$ cat src/rtl/mem_pr_bridge_pkg.sv
// Shared definitions for the memory-stage bus bridge: FSM encodings and bus defaults.
package mem_pr_bridge_pkg;

  typedef enum logic [1:0] {
    ST_IDLE = 2'd0,
    ST_WAIT = 2'd1,
    ST_DONE = 2'd2
  } pr_state_e;

  localparam logic [31:0] PR_BASE_DEF  = 32'h0000_7f00;
  localparam logic        BUSERR_RDATA = 1'b0;

endpackage

$ cat src/rtl/mem_pr_bridge_pr_decode.sv
// Address decoder: classifies a byte address as DM or peripheral space and
// splits peripheral addresses into slot index and in-slot offset.
module mem_pr_bridge_pr_decode #(
  parameter logic [31:0] PR_BASE   = 32'h0000_7f00,
  parameter int          SPAN_LOG2 = 4,
  parameter int          NDEV      = 4,
  parameter int          SLOT_W    = 2
) (
  input  logic [31:0]          i_addr,
  output logic                 o_is_pr,
  output logic                 o_mapped,
  output logic [SLOT_W-1:0]    o_slot,
  output logic [SPAN_LOG2-1:0] o_offset
);

  logic [31:0] w_diff;
  logic [31:0] w_slot_full;

  assign w_diff      = i_addr - PR_BASE;
  assign w_slot_full = w_diff >> SPAN_LOG2;

  // The full slot number is compared so addresses past the last slot never alias.
  assign o_is_pr  = (i_addr >= PR_BASE);
  assign o_mapped = o_is_pr && (w_slot_full < 32'(NDEV));
  assign o_slot   = w_slot_full[SLOT_W-1:0];
  assign o_offset = w_diff[SPAN_LOG2-1:0];

endmodule

$ cat src/rtl/mem_pr_bridge.sv
// Memory-stage bridge: zero-wait DM pass-through plus a stalling, timeout-bounded
// select/ready handshake towards NDEV memory-mapped peripherals.
module mem_pr_bridge
  import mem_pr_bridge_pkg::*;
#(
  parameter int          DATA_W    = 32,
  parameter int          NDEV      = 4,
  parameter logic [31:0] PR_BASE   = PR_BASE_DEF,
  parameter int          SPAN_LOG2 = 4,
  parameter int          TIMEOUT   = 15
) (
  input  logic                   i_clk,
  input  logic                   i_rst_n,
  input  logic                   i_req,
  input  logic                   i_write,
  input  logic [31:0]            i_addr,
  input  logic [DATA_W-1:0]      i_wdata,
  input  logic [DATA_W/8-1:0]    i_mask,
  output logic [DATA_W-1:0]      o_rdata,
  output logic                   o_stall,
  output logic                   o_bus_err,
  output logic                   o_dm_read,
  output logic                   o_dm_write,
  output logic [31:0]            o_dm_addr,
  output logic [DATA_W-1:0]      o_dm_wdata,
  output logic [DATA_W/8-1:0]    o_dm_mask,
  input  logic [DATA_W-1:0]      i_dm_rdata,
  output logic [NDEV-1:0]        o_pr_sel,
  output logic                   o_pr_write,
  output logic [SPAN_LOG2-1:0]   o_pr_addr,
  output logic [DATA_W-1:0]      o_pr_wdata,
  output logic [DATA_W/8-1:0]    o_pr_mask,
  input  logic [NDEV*DATA_W-1:0] i_pr_rdata,
  input  logic [NDEV-1:0]        i_pr_ready
);

  localparam int SLOT_W = (NDEV > 1) ? $clog2(NDEV) : 1;
  localparam int MASK_W = DATA_W / 8;

  logic                 w_is_pr;
  logic                 w_mapped;
  logic [SLOT_W-1:0]    w_slot;
  logic [SPAN_LOG2-1:0] w_offset;
  logic                 w_idle;
  logic                 w_accept;
  logic                 w_unmapped;
  logic [DATA_W-1:0]    w_pr_rdata;

  pr_state_e            r_state;
  logic [NDEV-1:0]      r_pr_sel;
  logic                 r_pr_write;
  logic [DATA_W-1:0]    r_rdata;
  logic [7:0]           r_cnt;
  logic                 r_err;
  logic [SLOT_W-1:0]    r_slot;
  logic [SPAN_LOG2-1:0] r_off;
  logic [DATA_W-1:0]    r_wdata;
  logic [MASK_W-1:0]    r_mask;

  mem_pr_bridge_pr_decode #(
    .PR_BASE  (PR_BASE),
    .SPAN_LOG2(SPAN_LOG2),
    .NDEV     (NDEV),
    .SLOT_W   (SLOT_W)
  ) u_decode (
    .i_addr  (i_addr),
    .o_is_pr (w_is_pr),
    .o_mapped(w_mapped),
    .o_slot  (w_slot),
    .o_offset(w_offset)
  );

  assign w_idle     = (r_state == ST_IDLE);
  assign w_accept   = w_idle && i_req && w_is_pr && w_mapped;
  assign w_unmapped = w_idle && i_req && w_is_pr && !w_mapped;
  assign w_pr_rdata = i_pr_rdata[r_slot*DATA_W +: DATA_W];

  // DM strobes only fire for a DM-space request seen while the FSM is idle.
  assign o_dm_read  = i_req && !i_write && !w_is_pr && w_idle;
  assign o_dm_write = i_req &&  i_write && !w_is_pr && w_idle;
  assign o_dm_addr  = i_addr;
  assign o_dm_wdata = i_wdata;
  assign o_dm_mask  = i_mask;

  assign o_stall   = w_accept || (r_state == ST_WAIT);
  assign o_bus_err = w_unmapped || ((r_state == ST_DONE) && r_err);
  assign o_rdata   = (r_state == ST_DONE)     ? r_rdata :
                     (w_is_pr || !w_idle)     ? {DATA_W{BUSERR_RDATA}} :
                                                i_dm_rdata;

  assign o_pr_sel   = r_pr_sel;
  assign o_pr_write = r_pr_write;
  assign o_pr_addr  = r_off;
  assign o_pr_wdata = r_wdata;
  assign o_pr_mask  = r_mask;

  // Transaction payload is captured once at accept and held stable through WAIT.
  always_ff @(posedge i_clk) begin
    if (w_accept) begin
      r_slot  <= w_slot;
      r_off   <= w_offset;
      r_wdata <= i_wdata;
      r_mask  <= i_mask;
    end
  end

  always_ff @(posedge i_clk or negedge i_rst_n) begin
    if (!i_rst_n) begin
      r_state    <= ST_IDLE;
      r_pr_sel   <= '0;
      r_pr_write <= 1'b0;
      r_rdata    <= '0;
      r_cnt      <= '0;
      r_err      <= 1'b0;
    end else begin
      case (r_state)
        ST_IDLE: begin
          r_err <= 1'b0;
          if (w_accept) begin
            r_pr_sel   <= NDEV'(1) << w_slot;
            r_pr_write <= i_write;
            r_cnt      <= '0;
            r_state    <= ST_WAIT;
          end
        end
        ST_WAIT: begin
          if (i_pr_ready[r_slot]) begin
            r_rdata    <= r_pr_write ? '0 : w_pr_rdata;
            r_pr_sel   <= '0;
            r_pr_write <= 1'b0;
            r_state    <= ST_DONE;
          end else if (r_cnt == 8'(TIMEOUT - 1)) begin
            r_rdata    <= {DATA_W{BUSERR_RDATA}};
            r_err      <= 1'b1;
            r_pr_sel   <= '0;
            r_pr_write <= 1'b0;
            r_state    <= ST_DONE;
          end else begin
            r_cnt <= r_cnt + 8'd1;
          end
        end
        ST_DONE: begin
          r_err   <= 1'b0;
          r_state <= ST_IDLE;
        end
        default: r_state <= ST_IDLE;
      endcase
    end
  end

endmodule

$ cat config.mk
export PLATFORM = sky130hd
export DESIGN_NAME = mem_pr_bridge
export DESIGN_NICKNAME = d
export VERILOG_FILES = /design/src/rtl/mem_pr_bridge_pkg.sv /design/src/rtl/mem_pr_bridge_pr_decode.sv /design/src/rtl/mem_pr_bridge.sv
export SDC_FILE = /design/constraint.sdc
export NUM_CORES = 1
export LEC_CHECK = 0
export BUFFER_PORTS_ARGS = -buffer_cell sky130_fd_sc_hd__buf_2
export CORE_AREA = 5 5 147 149
export DETAILED_ROUTE_END_ITERATION = 10
export DIE_AREA = 0 0 152 154
export GPL_TIMING_DRIVEN = 0
export PLACE_DENSITY_LB_ADDON = 0.15
export SKIP_LAST_GASP = 1
export SYNTH_ARGS = -nofsm -noshare
export SYNTH_HDL_FRONTEND = slang
export SYNTH_SLANG_ARGS = --single-unit
$ cat constraint.sdc
create_clock -name i_clk -period 4.8 [get_ports i_clk]
set_clock_uncertainty 0.1 [all_clocks]
set_input_delay 0.96 -clock i_clk [delete_from_list [all_inputs] [get_ports i_clk]]
set_output_delay 0.96 -clock i_clk [all_outputs]
set_load 0.005 [all_outputs]
After elaboration in Yosys (flattened, before gate mapping). Index checks and enable logic that the tools add are counted. W data, S select, Z words.

Flip-flop bits (word level): 90. Input port bits: 236. Output and inout bits: 149. Logic and storage cells: 80.

Add/sub/neg operators: 2. Order comparisons: 3. Eq/ne operators: 8. Shift-type cells: 2. Muxes and demuxes: 26. Reduce and logical (&&, ||, !) cells: 29.

Operators with widths (count): $mux W32 (5); $shiftx A128 B8 Y32 (1); $ge A32 B15 Y1 const B (1); $sub A32 B15 Y32 const B (1); $lt A28 B3 Y1 const B (1); $mux W8 (3); $pmux W8 S2 (1); $logic_and A1 B1 Y1 (12); $mux W4 (3); $add A8 B1 Y8 const B (1); $eq A8 B4 Y1 const B (1); $pmux W4 S2 (1); $mux W1 (6); $mux W2 (3); $reduce_and A3 Y1 (2); $reduce_bool A2 Y1 (3); $logic_not A1 Y1 (4); $ne A2 B1 Y1 const B (2); $ne A2 B2 Y1 const B (2); $pmux W1 S2 (2); $pmux W2 S2 (1); $reduce_and A2 Y1 (2); $reduce_and A4 Y1 (1); $shl A1 B2 Y4 const A (1); 8 further kinds (10).

Longest topological paths before layout. Gate-level depths: netlist of run 1.

Depth in word-level cells: 6. Mapped depth: 9. Gate-level depth less buffers: 8.

Cells and area by module. From an unflattened synthesis of run 1, not the netlist that was laid out.

Cells, all modules: 364. Area total of the unflattened synthesis: 4933.5 um2.

By module, submodules not included: mem_pr_bridge (instances 1, cells an instance 346, area each 4794.6 um2, seq. area each 2462.4 um2); mem_pr_bridge_pr_decode (instances 1, cells an instance 18, area each 138.9 um2, seq. area each 0.0 um2).

Worst setup path before layout of run 1. Ideal clock, no wire load.

Path type: input -> register. Start: input i_addr[16]. End: register r_off[0], in the netlist o_pr_addr[0] (enable). Setup time: 0.510 ns. Arrival: 5.242 ns. Required time: 4.190 ns. Path slack: -1.052 ns. Stages on the path: 4. Buffers on the path: 0. Cells stage by stage: or4_4 nor4_1 nand4_1 a211oi_1.

Cells in the longest elaborated chain, start to end: 4. Elaborated cells on any way between the ends: 6. Those cells by class: add/sub (1); order compare (2); reduce/logical (3).

RTL lines: start: declaration (line mem_pr_bridge.sv:16) `input logic [31:0] i_addr,`; $sub A32 B15 Y32 (line mem_pr_bridge_pr_decode.sv:19) `assign w_diff = i_addr - PR_BASE;`; $lt A28 B3 Y1 (line mem_pr_bridge_pr_decode.sv:24) `assign o_mapped = o_is_pr && (w_slot_full < 32'(NDEV));`; $logic_and A1 B1 Y1 (line mem_pr_bridge_pr_decode.sv:24); $logic_and A1 B1 Y1 * (line mem_pr_bridge.sv:74) `assign w_accept = w_idle && i_req && w_is_pr && w_mapped;`; net w_accept (line mem_pr_bridge.sv:45) `logic w_accept;`; end signal: assignment (line mem_pr_bridge.sv:101) `r_off <= w_offset;`; end: declaration (line mem_pr_bridge.sv:56) `logic [SPAN_LOG2-1:0] r_off;`.

Mark *: on every way through the listed nets, which the timed path passes. The rest lies on a longest branch. A chain may end at the register's enable or synchronous reset.

Final worst setup path of run 1.
Start: input i_addr[28]. End: output o_rdata[16].

Cells in the longest elaborated chain, start to end: 4.

RTL lines: $ge A32 B15 Y1 (line mem_pr_bridge_pr_decode.sv:23) `assign o_is_pr = (i_addr >= PR_BASE);`; $logic_or A1 B1 Y1 (line mem_pr_bridge.sv:88) `(w_is_pr || !w_idle) ? {DATA_W{BUSERR_RDATA}} :`; $mux W32 (line mem_pr_bridge.sv:88); $mux W32 (line mem_pr_bridge.sv:87) `assign o_rdata = (r_state == ST_DONE) ? r_rdata :`; end: declaration (line mem_pr_bridge.sv:19) `output logic [DATA_W-1:0] o_rdata,`.

No other way between the ends.

==> impl_metrics.ini, run 1 <==
[die]
core_area_um2 = 20040
placement_rows = 52
design.portCount = 385
die_h_um = 154
die-area_um2 = 23410
die_x_um = 152
initial_utilization_pct = 24.84

[synthesis]
yosysSeqAreaShare_pct = 49.46
post_synth_inst_count = 366
yosys-top-cells-area = sky130_fd_sc_hd__edfxtp_1 25%, sky130_fd_sc_hd__dfrtp_1 24%, sky130_fd_sc_hd__mux4_2 15%, sky130_fd_sc_hd__a22o_1 11%, sky130_fd_sc_hd__buf_4 10%
ys.flop_type = sky130_fd_sc_hd__dfrtp_1
mappedNetlistArea_um2 = 4979
yosys.area.top_type = sky130_fd_sc_hd__edfxtp_1
number_of_flip_flops_and_latches_in_the_synthesized_netlist = 90
synth_nets = 604
warnings_synthesis = 0
synth_cell_types = 42
synthArstFlopShare_pct = 53.33
synth_top_cell_area_share_pct = 25.33
avgSynthCellArea_um2 = 13.60
synth-edff-count = 42

[power]
vdd_drop_max_uv = 119.5
comb_power_share_pct = 13.1
power.clock.fraction_pct = 41.1
p_switching_mw = 0.4220
total_leakage_power_nw = 3.781
sequentialPowerShare_pct = 45.8
switching_share_pct = 23.28
internal_power_of_the_cells_mw = 1.391
power_density_nw_per_um2 = 238.3

[timing]
worst_slack_ns = 0.5787
fin_crit_ns = 4.221
finalSetupViolations = 0
hold_viol_final = 0
fmaxAchievable_ghz = 0.2369
slew_headroom_pct = 25.02
worst-slew-pin-transition_ns = 1.125
grt_setup_unrepaired = false
final_min_period_over_clock_period_pct = 87.94
timing_max_transition_violations_final = 0

[clocking]
cts.htree.levels = 3
postCtsHoldBufs = 0
cts_tree = yes
cts_root_buf = sky130_fd_sc_hd__clkbuf_16
clock_insertion_delay_worst_skew_ns = 0.34
cts.repair_timing.setup_buffer_count = 0
post_cts_repair_resize_count = 0
total_cts_buffers = 9
cts_max_path_buffers = 2
clkSlewWorstSetupHoldPaths_ns = 0.07
clock_sinks = 90

[worst_setup_path]
path_class = in -> out
cp_max_fo = 10
setup.worst_path.start_class = primary input
crit_arrival_ns = 3.16
critical_path.endpoint_type = output pin
cp_data_required_time_ns = 3.74

[grt]
largest_net_degree_at_the_start_of_global_routing = 49
grt_pass1_vias = 5211
grt_antenna_before_repair = 1
grt_pass1_wl_um = 28700
grt_overflow_total = 0
grt_usage_pct = 15.37

[final_layout]
drive_above_1_share_pct = 67.84
layout.cells.non_filler = 1038
antenna_cells = 0
area_growth_pct = 52.75
finalNetCount = 1001
filler_cell_count = 2061

[detailed_routing]
drt_first_pass_iters = 4
remaining_drc_errors = 0
num_vias = 4534
drt-wirelength-per-cell_um = 17.66
routed_wl_um = 18330
drt_first_iter_violations = 153
route.antenna.remaining_nets = 0
via_density_per_instance = 4.368

[placed_design]
dpl.hpwl_um = 15730
post-place-ws_ns = 0.5591
io_buffer_count = 384
globalplace.congestion = 0.8130
numPlacedInstances = 1022

[worst_hold_path]
hold_removal_path_class = reg -> reg

[run_status]
status = complete, no violations

[flow_run]
number_of_max_cap_violations = 0
## worst max-delay path: stages
cell,delay (ns)
sky130_fd_sc_hd__buf_2,0.11
sky130_fd_sc_hd__or2_2,0.35
sky130_fd_sc_hd__a2111oi_0,0.57
sky130_fd_sc_hd__nand2_1,0.20
sky130_fd_sc_hd__nor3_2,0.34
sky130_fd_sc_hd__buf_2,0.31
sky130_fd_sc_hd__a22o_1,0.20
sky130_fd_sc_hd__buf_2,0.12
## synthesized netlist by cell type (2+ instances only)
cell	count
sky130_fd_sc_hd__nand4_1	6
sky130_fd_sc_hd__buf_4	68
sky130_fd_sc_hd__nor3_1	3
sky130_fd_sc_hd__a21oi_1	4
sky130_fd_sc_hd__or4_1	2
sky130_fd_sc_hd__nand2_1	13
sky130_fd_sc_hd__ha_1	2
sky130_fd_sc_hd__mux4_2	33
sky130_fd_sc_hd__edfxtp_1	42
sky130_fd_sc_hd__and3_1	3
sky130_fd_sc_hd__nor2_1	8
sky130_fd_sc_hd__or2_2	3
sky130_fd_sc_hd__nand2b_1	4
sky130_fd_sc_hd__dfrtp_1	48
sky130_fd_sc_hd__nor2b_1	2
sky130_fd_sc_hd__o21a_1	2
sky130_fd_sc_hd__clkbuf_1	15
sky130_fd_sc_hd__inv_1	3
sky130_fd_sc_hd__a211oi_2	2
sky130_fd_sc_hd__xor2_1	7
sky130_fd_sc_hd__a22o_1	64
sky130_fd_sc_hd__mux2i_1	6
sky130_fd_sc_hd__or4_4	2
sky130_fd_sc_hd__buf_2	6
## layout make-up
| cell class | count | area, um^2 | area share, % |
|---|---|---|---|
| multi-input combinational | 182 | 1906 | 25.06 |
| clock inverter | 7 | 86.33 | 1.135 |
| sequential | 90 | 2462 | 32.38 |
| inverter | 3 | 11.26 | 0.1481 |
| clock buffer | 9 | 225.2 | 2.962 |
| timing repair buffer | 386 | 1964 | 25.83 |
| tap | 270 | 337.8 | 4.442 |
| buffer | 91 | 611.8 | 8.045 |
## final timing paths
kind                                        start                       to  slack, ns  depth (start not counted)
min reg2reg                r_rdata[9]$_DFFE_PN0P_   r_rdata[9]$_DFFE_PN0P_       0.41                          1
min in group asynchronous                 i_rst_n  r_rdata[19]$_DFFE_PN0P_       0.72                          1
max in group asynchronous                 i_rst_n  r_rdata[24]$_DFFE_PN0P_       3.17                          1
max                                    i_addr[28]              o_rdata[16]       0.58                          8
max reg2reg                   r_slot[1]$_DFFE_PP_  r_rdata[19]$_DFFE_PN0P_       1.98                          5
min                        r_rdata[9]$_DFFE_PN0P_   r_rdata[9]$_DFFE_PN0P_       0.41                          1
## per-stage QoR
stage                     hold slack (ns)  setup TNS (ns)  util, %  area [um^2]  total power, mW
after floorplan                    0.3639               0        -         4984           0.9327
after global placement             0.3804          -32.34    36.15         7243            1.082
after detailed placement           0.3955               0    36.39         7293            1.088
after CTS                          0.4119               0    37.95         7605            1.852
after global routing               0.4252               0    37.95         7605            1.901
final                              0.4061               0    37.95         7605            1.812
## power groups by stage
stage / logic (mW) / clock network (mW) / registers, mW
2_1_floorplan: 0.0902 / 0 / 0.842
5_1_grt: 0.262 / 0.807 / 0.831
6_report: 0.238 / 0.745 / 0.830
3_5_place_dp: 0.242 / 0 / 0.846
3_3_place_gp: 0.237 / 0 / 0.845
4_1_cts: 0.243 / 0.780 / 0.829
## per-layer routing
layer	global-route usage, %	vias to the layer above	share of wire [%]
met2	27.27	235	51
met1	17.01	2104	38
met4	5.908	2	2.7
met5	0	-	0.038
met3	5.256	31	8.3
li1	-	2162	-
## flip-flops by register name, indices dropped and copies added (netlist names)
| register | count |
|---|---|
| o_pr_wdata | 32 |
| r_rdata | 32 |
| r_cnt | 8 |
| o_pr_addr | 4 |
| o_pr_mask | 4 |
| o_pr_sel | 4 |
| r_slot | 2 |
| r_state | 2 |
| o_pr_write | 1 |
| r_err | 1 |
## cells by family after synthesis
logic type / share of synthesized area (%)
muxes: 16.13
buffers and inverters: 12.52
and+or+nand+nor: 6.660
AOI/OAI and AO/OA: 13.50
adders and majority gates: 0.5026
DFF: 49.46
xor gates and xnor gates: 1.231
## placed cells by master, fill, tap and decap left out, drive strengths merged, types with 2 or more instances in the layout
cell type	instances
o21a	2
nand2b	4
edfxtp	42
dfrtp	48
inv	6
nor2	8
or4	4
and3	3
xor2	7
buf	462
ha	2
clkinv	2
nand2	13
nor3	4
mux4	33
nor4	2
or2	3
a21oi	4
mux2i	6
a211oi	3
nand4	6
a22o	64
nor2b	2
clkbuf	24
o21ai	2
No activity file was read; power rests on OpenSTA's default activity.
==> inputs of run 2 (changes only) <==
MAX_ROUTING_LAYER = met4   (was unset)
==> run 2 against run 1 <==
  * Maximum frequency is essentially flat
  * Via count grew 0.64%
  * Clock power grew 0.5%
  * Critical path type unchanged
  * Wire length grew 0.39%
  * Global-route usage grew 0.48 points
  * Combinational power is essentially flat
  * Critical endpoint unchanged
  * Worst setup slack lost 0.0025 ns
  * Power grew 0.22%
  * Critical path depth is the same
  * Count of clock-buffer cells in the layout is the same
==> impl_metrics.ini, run 2 (same netlist as run 1, synthesis figures left out) <==
[run_status]
status = complete, no violations

[worst_setup_path]
setup.worst_path.start_class = primary input
cp_max_fo = 10
r2r_cells = 5
crit_arrival_ns = 3.16
cp_data_required_time_ns = 3.74
r2r_start = r_slot[1]$_DFFE_PP_
critical_path.endpoint_type = output pin
crit_start = i_addr[28]
path_class = in -> out

[detailed_routing]
drt_first_pass_iters = 4
drt_first_iter_violations = 175
via_density_per_instance = 4.392
drt-wirelength-per-cell_um = 17.71
route.antenna.remaining_nets = 0
num_vias = 4563
routed_wl_um = 18400
remaining_drc_errors = 0

[die]
design.portCount = 385
die_h_um = 154
placement_rows = 52
die_x_um = 152
core_area_um2 = 20040
die-area_um2 = 23410
initial_utilization_pct = 24.84

[power]
internal_power_of_the_cells_mw = 1.391
comb_power_share_pct = 13.1
vdd_drop_max_uv = 119.8
switching_share_pct = 23.44
power.clock.fraction_pct = 41.2
power_density_nw_per_um2 = 238.8
p_switching_mw = 0.4259
total_leakage_power_nw = 3.781
sequentialPowerShare_pct = 45.7

[worst_hold_path]
worst_hold_startpoint = r_rdata[9]$_DFFE_PN0P_
hold_removal_path_class = reg -> reg
timing.hold.worst_path_depth = 1

[clocking]
post_cts_repair_resize_count = 0
clock_insertion_delay_worst_skew_ns = 0.34
clock_sinks = 90
cts.repair_timing.setup_buffer_count = 0
total_cts_buffers = 9
cts_root_buf = sky130_fd_sc_hd__clkbuf_16
cts.htree.levels = 3
cts_tree = yes
cts_max_path_buffers = 2
clkSlewWorstSetupHoldPaths_ns = 0.07
postCtsHoldBufs = 0

[grt]
met1_track_demand_over_resource_pct = 17.82
top_usage_layer = met2
grt_antenna_before_repair = 1
grtUsageMet3_pct = 4.103
grt_usage_pct = 15.85
use_met2_pct = 27.24
grt_overflow_total = 0
grt_pass1_vias = 5219
grt_pass1_wl_um = 28700
largest_net_degree_at_the_start_of_global_routing = 49

[final_layout]
filler_cell_count = 2060
mostFrequentLayoutCells = 390 x sky130_fd_sc_hd__buf_2, 68 x sky130_fd_sc_hd__buf_4, 64 x sky130_fd_sc_hd__a22o_1
finalNetCount = 1001
postLayoutCellArea_um2 = 7607
area_growth_pct = 52.80
layout.cells.non_filler = 1039
mostFrequentLayoutCell = sky130_fd_sc_hd__buf_2
drive_above_1_share_pct = 67.84

[timing]
fmaxAchievable_ghz = 0.2368
timing_max_transition_violations_final = 0
fin_crit_ns = 4.224
grt_setup_unrepaired = false
slew_headroom_pct = 24.31
worst_slack_ns = 0.5762
hold_viol_final = 0
worst-slew-pin-transition_ns = 1.135
finalSetupViolations = 0
final_min_period_over_clock_period_pct = 88.00

[placed_design]
dpl_cell_area_um2 = 7293
io_buffer_count = 384
post-place-ws_ns = 0.5591
numPlacedInstances = 1022
dpl.hpwl_um = 15730
globalplace.congestion = 0.8259

[flow_run]
number_of_max_cap_violations = 0
-- run 2: area by class of cell --
| cell class | count | area (um^2) | share of cell area (%) |
|---|---|---|---|
| inverter | 3 | 11.26 | 0.1480 |
| clock inverter | 7 | 86.33 | 1.135 |
| clock buffer | 9 | 225.2 | 2.961 |
| antenna | 1 | 2.502 | 0.03289 |
| timing repair buffer | 386 | 1964 | 25.82 |
| sequential | 90 | 2462 | 32.37 |
| multi-input combinational | 182 | 1906 | 25.05 |
| buffer | 91 | 611.8 | 8.043 |
| tap | 270 | 337.8 | 4.441 |
-- run 2: critical path: stages --
cell                        delay (ns)
sky130_fd_sc_hd__buf_2            0.11
sky130_fd_sc_hd__or2_2            0.35
sky130_fd_sc_hd__a2111oi_0        0.57
sky130_fd_sc_hd__nand2_1          0.20
sky130_fd_sc_hd__nor3_2           0.34
sky130_fd_sc_hd__buf_2            0.31
sky130_fd_sc_hd__a22o_1           0.20
sky130_fd_sc_hd__buf_2            0.12
-- run 2: power groups by stage --
stage | registers [mW] | logic, mW | clock network [mW]
4_1_cts | 0.829 | 0.243 | 0.780
5_1_grt | 0.831 | 0.262 | 0.807
3_5_place_dp | 0.846 | 0.242 | 0
3_3_place_gp | 0.845 | 0.237 | 0
6_report | 0.830 | 0.238 | 0.749
2_1_floorplan | 0.842 | 0.0902 | 0
-- run 2: stage by stage --
step	hold WS [ns]	total power, mW	util [%]	setup TNS [ns]
CTS	0.4119	1.852	37.95	0
detailed placement	0.3955	1.088	36.39	0
finish	0.4062	1.816	37.96	0
global route	0.4256	1.901	37.96	0
floorplan	0.3639	0.9327	-	0
global placement	0.3804	1.082	36.15	-32.34
-- run 2: metal layers --
metal | routed length [um] | part of all wire, %
met1 | 7283 | 40
met2 | 9366 | 51
met3 | 1288 | 7.0
met4 | 462 | 2.5
met5 | 0 | 0
-- run 2: final timing paths --
path / endpoint / slack, ns
min in group asynchronous: r_rdata[19]$_DFFE_PN0P_ / 0.72
max in group asynchronous: r_rdata[24]$_DFFE_PN0P_ / 3.16
hold / removal: r_rdata[9]$_DFFE_PN0P_ / 0.41
setup / recovery: o_rdata[16] / 0.58
setup reg to reg: r_rdata[24]$_DFFE_PN0P_ / 1.97
hold reg to reg: r_rdata[9]$_DFFE_PN0P_ / 0.41
==> inputs of run 3 (changes only) <==
PLACE_DENSITY_LB_ADDON = unset   (was 0.15)
==> run 3 against run 2 <==
  * Highest routed layer unchanged
  * Utilization fell by 0.056 points
  * Design area down 0.15%
  * Sequential share of layout area barely moved
  * Critical path type unchanged
  * Non-clock buffer count did not move
  * Worst hold slack lost 0.0097 ns
  * Flip-flop and latch count unchanged
  * Wire length decreased by 0.59%
  * Critical path depth stayed put
  * Die area unchanged
  * Largest power group unchanged
  * Final cell count stayed put
  * Count of clock-buffer cells in the layout did not move
  * First-iteration DRC count fell by 22%
==> impl_metrics.ini, run 3 (same netlist as run 1, synthesis figures left out) <==
[run_status]
status = complete, no violations

[die]
placement_rows = 52
core_area_um2 = 20040
die-area_um2 = 23410
die_h_um = 154
design.portCount = 385
die_x_um = 152
initial_utilization_pct = 24.84

[detailed_routing]
remaining_drc_errors = 0
via_density_per_instance = 4.432
drt_first_pass_iters = 4
drt_first_iter_violations = 137
num_vias = 4605
route.antenna.remaining_nets = 0
drt-wirelength-per-cell_um = 17.61
routed_wl_um = 18290

[clocking]
postCtsHoldBufs = 0
cts_max_path_buffers = 2
cts.htree.levels = 3
post_cts_repair_resize_count = 0
cts_root_buf = sky130_fd_sc_hd__clkbuf_16
clkSlewWorstSetupHoldPaths_ns = 0.07
total_cts_buffers = 9
cts.repair_timing.setup_buffer_count = 0
clock_insertion_delay_worst_skew_ns = 0.34
cts_tree = yes
clock_sinks = 90

[final_layout]
postLayoutCellArea_um2 = 7596
area_growth_pct = 52.58
mostFrequentLayoutCell = sky130_fd_sc_hd__buf_2
finalNetCount = 1001
mostFrequentLayoutCells = 390 x sky130_fd_sc_hd__buf_2, 68 x sky130_fd_sc_hd__buf_4, 64 x sky130_fd_sc_hd__a22o_1
layout.cells.non_filler = 1039
drive_above_1_share_pct = 67.71

[power]
total_leakage_power_nw = 3.771
power_density_nw_per_um2 = 236.8
vdd_drop_max_uv = 130.0

[placed_design]
globalplace.congestion = 0.8353
io_buffer_count = 384
dpl.hpwl_um = 15540
numPlacedInstances = 1022
dpl_cell_area_um2 = 7293

[worst_setup_path]
slowest_delay_ns = 0.56
cpMaxStageDelayCell = sky130_fd_sc_hd__a2111oi_0
crit_path_cell_trace = buf_2 > or2_2 > a2111oi_0 > nand2_1 > nor3_2 > buf_2 > a22o_1 > buf_2
setup.worst_path.start_class = primary input
critical_path.most_common_cell = sky130_fd_sc_hd__buf_2
critical_path.endpoint_type = output pin
cp_max_fo = 10
crit_arrival_ns = 3.13
path_class = in -> out
cp_data_required_time_ns = 3.74
r2r_cells = 5

[grt]
grt_antenna_before_repair = 1
grt_usage_pct = 15.55
grt_overflow_total = 0
largest_net_degree_at_the_start_of_global_routing = 49
grt_pass1_vias = 4899
grt_pass1_wl_um = 27790

[timing]
fin_crit_ns = 4.186
worst-slew-pin-transition_ns = 1.139
final_min_period_over_clock_period_pct = 87.22
slew_headroom_pct = 24.04
hold_viol_final = 0
grt_setup_unrepaired = false
finalSetupViolations = 0
fmaxAchievable_ghz = 0.2389
timing_max_transition_violations_final = 0

[worst_hold_path]
hold_removal_path_class = reg -> reg
timing.hold.worst_path_depth = 1

[flow_run]
number_of_max_cap_violations = 0
-- run 3: cell count changes in the layout (fill, tap and decap cells not counted) --
cell                         change
sky130_fd_sc_hd__clkinvlp_4      +1
sky130_fd_sc_hd__inv_8           -2
sky130_fd_sc_hd__clkinv_4        -2
sky130_fd_sc_hd__clkinv_1        +1
sky130_fd_sc_hd__inv_6           +2
-- run 3: critical path, delay by kind of cell --
kind	cells	cell delay [ns]
simple gates	3	0.84
compound gates	2	0.75
buf+inv	3	0.57
-- run 3: power by group --
group / leakage (nW) / internal (mW) / total, mW / switching, mW
Combinational: 2.62 / 0.155 / 0.238 / 0.0830
Clock: 0.141 / 0.408 / 0.730 / 0.322
Sequential: 1.01 / 0.821 / 0.830 / 0.00950
Total: 3.77 / 1.38 / 1.80 / 0.415
-- run 3: metrics by stage --
step	hold slack, ns	util, %	setup WS [ns]	setup TNS (ns)	total power [mW]
3_5_place_dp	0.3844	36.39	0.5484	0	1.087
4_1_cts	0.4007	37.89	0.5410	0	1.832
6_report	0.3965	37.91	0.6136	0	1.798
2_1_floorplan	0.3639	-	0.4444	0	0.9327
3_3_place_gp	0.3770	36.15	-0.6865	-29.81	1.082
5_1_grt	0.4172	37.91	0.1902	0	1.888
-- run 3: routing by layer --
| metal | routed length (um) | global-route usage, % | vias to the layer above |
|---|---|---|---|
| met2 | 9624 | 27.75 | 257 |
| met1 | 6942 | 17.01 | 2179 |
| li1 | - | - | 2157 |
| met4 | 205 | 3.810 | 0 |
| met3 | 1520 | 4.750 | 12 |
| met5 | 0 | - | - |
-- run 3: final timing paths --
| kind | slack [ns] | startpoint | to |
|---|---|---|---|
| hold / removal | 0.40 | r_err$_DFFE_PN0P_ | r_err$_DFFE_PN0P_ |
| setup / recovery | 0.61 | i_addr[28] | o_rdata[28] |
| hold reg to reg | 0.40 | r_err$_DFFE_PN0P_ | r_err$_DFFE_PN0P_ |
| min in group asynchronous | 0.74 | i_rst_n | r_cnt[1]$_DFFE_PN0P_ |
| setup reg to reg | 1.93 | r_slot[1]$_DFFE_PP_ | r_rdata[2]$_DFFE_PN0P_ |
| max in group asynchronous | 3.16 | i_rst_n | r_rdata[22]$_DFFE_PN0P_ |
-- run 3: area by class of cell --
| class | instances | area (um^2) |
|---|---|---|
| antenna | 1 | 2.502 |
| tap | 270 | 337.8 |
| clock buffer | 9 | 225.2 |
| clock inverter | 7 | 75.07 |
| fill | 2036 | 12440 |
| sequential | 90 | 2462 |
| inverter | 3 | 11.26 |
| timing repair buffer | 386 | 1964 |
| buffer | 91 | 611.8 |
| multi-input combinational | 182 | 1906 |
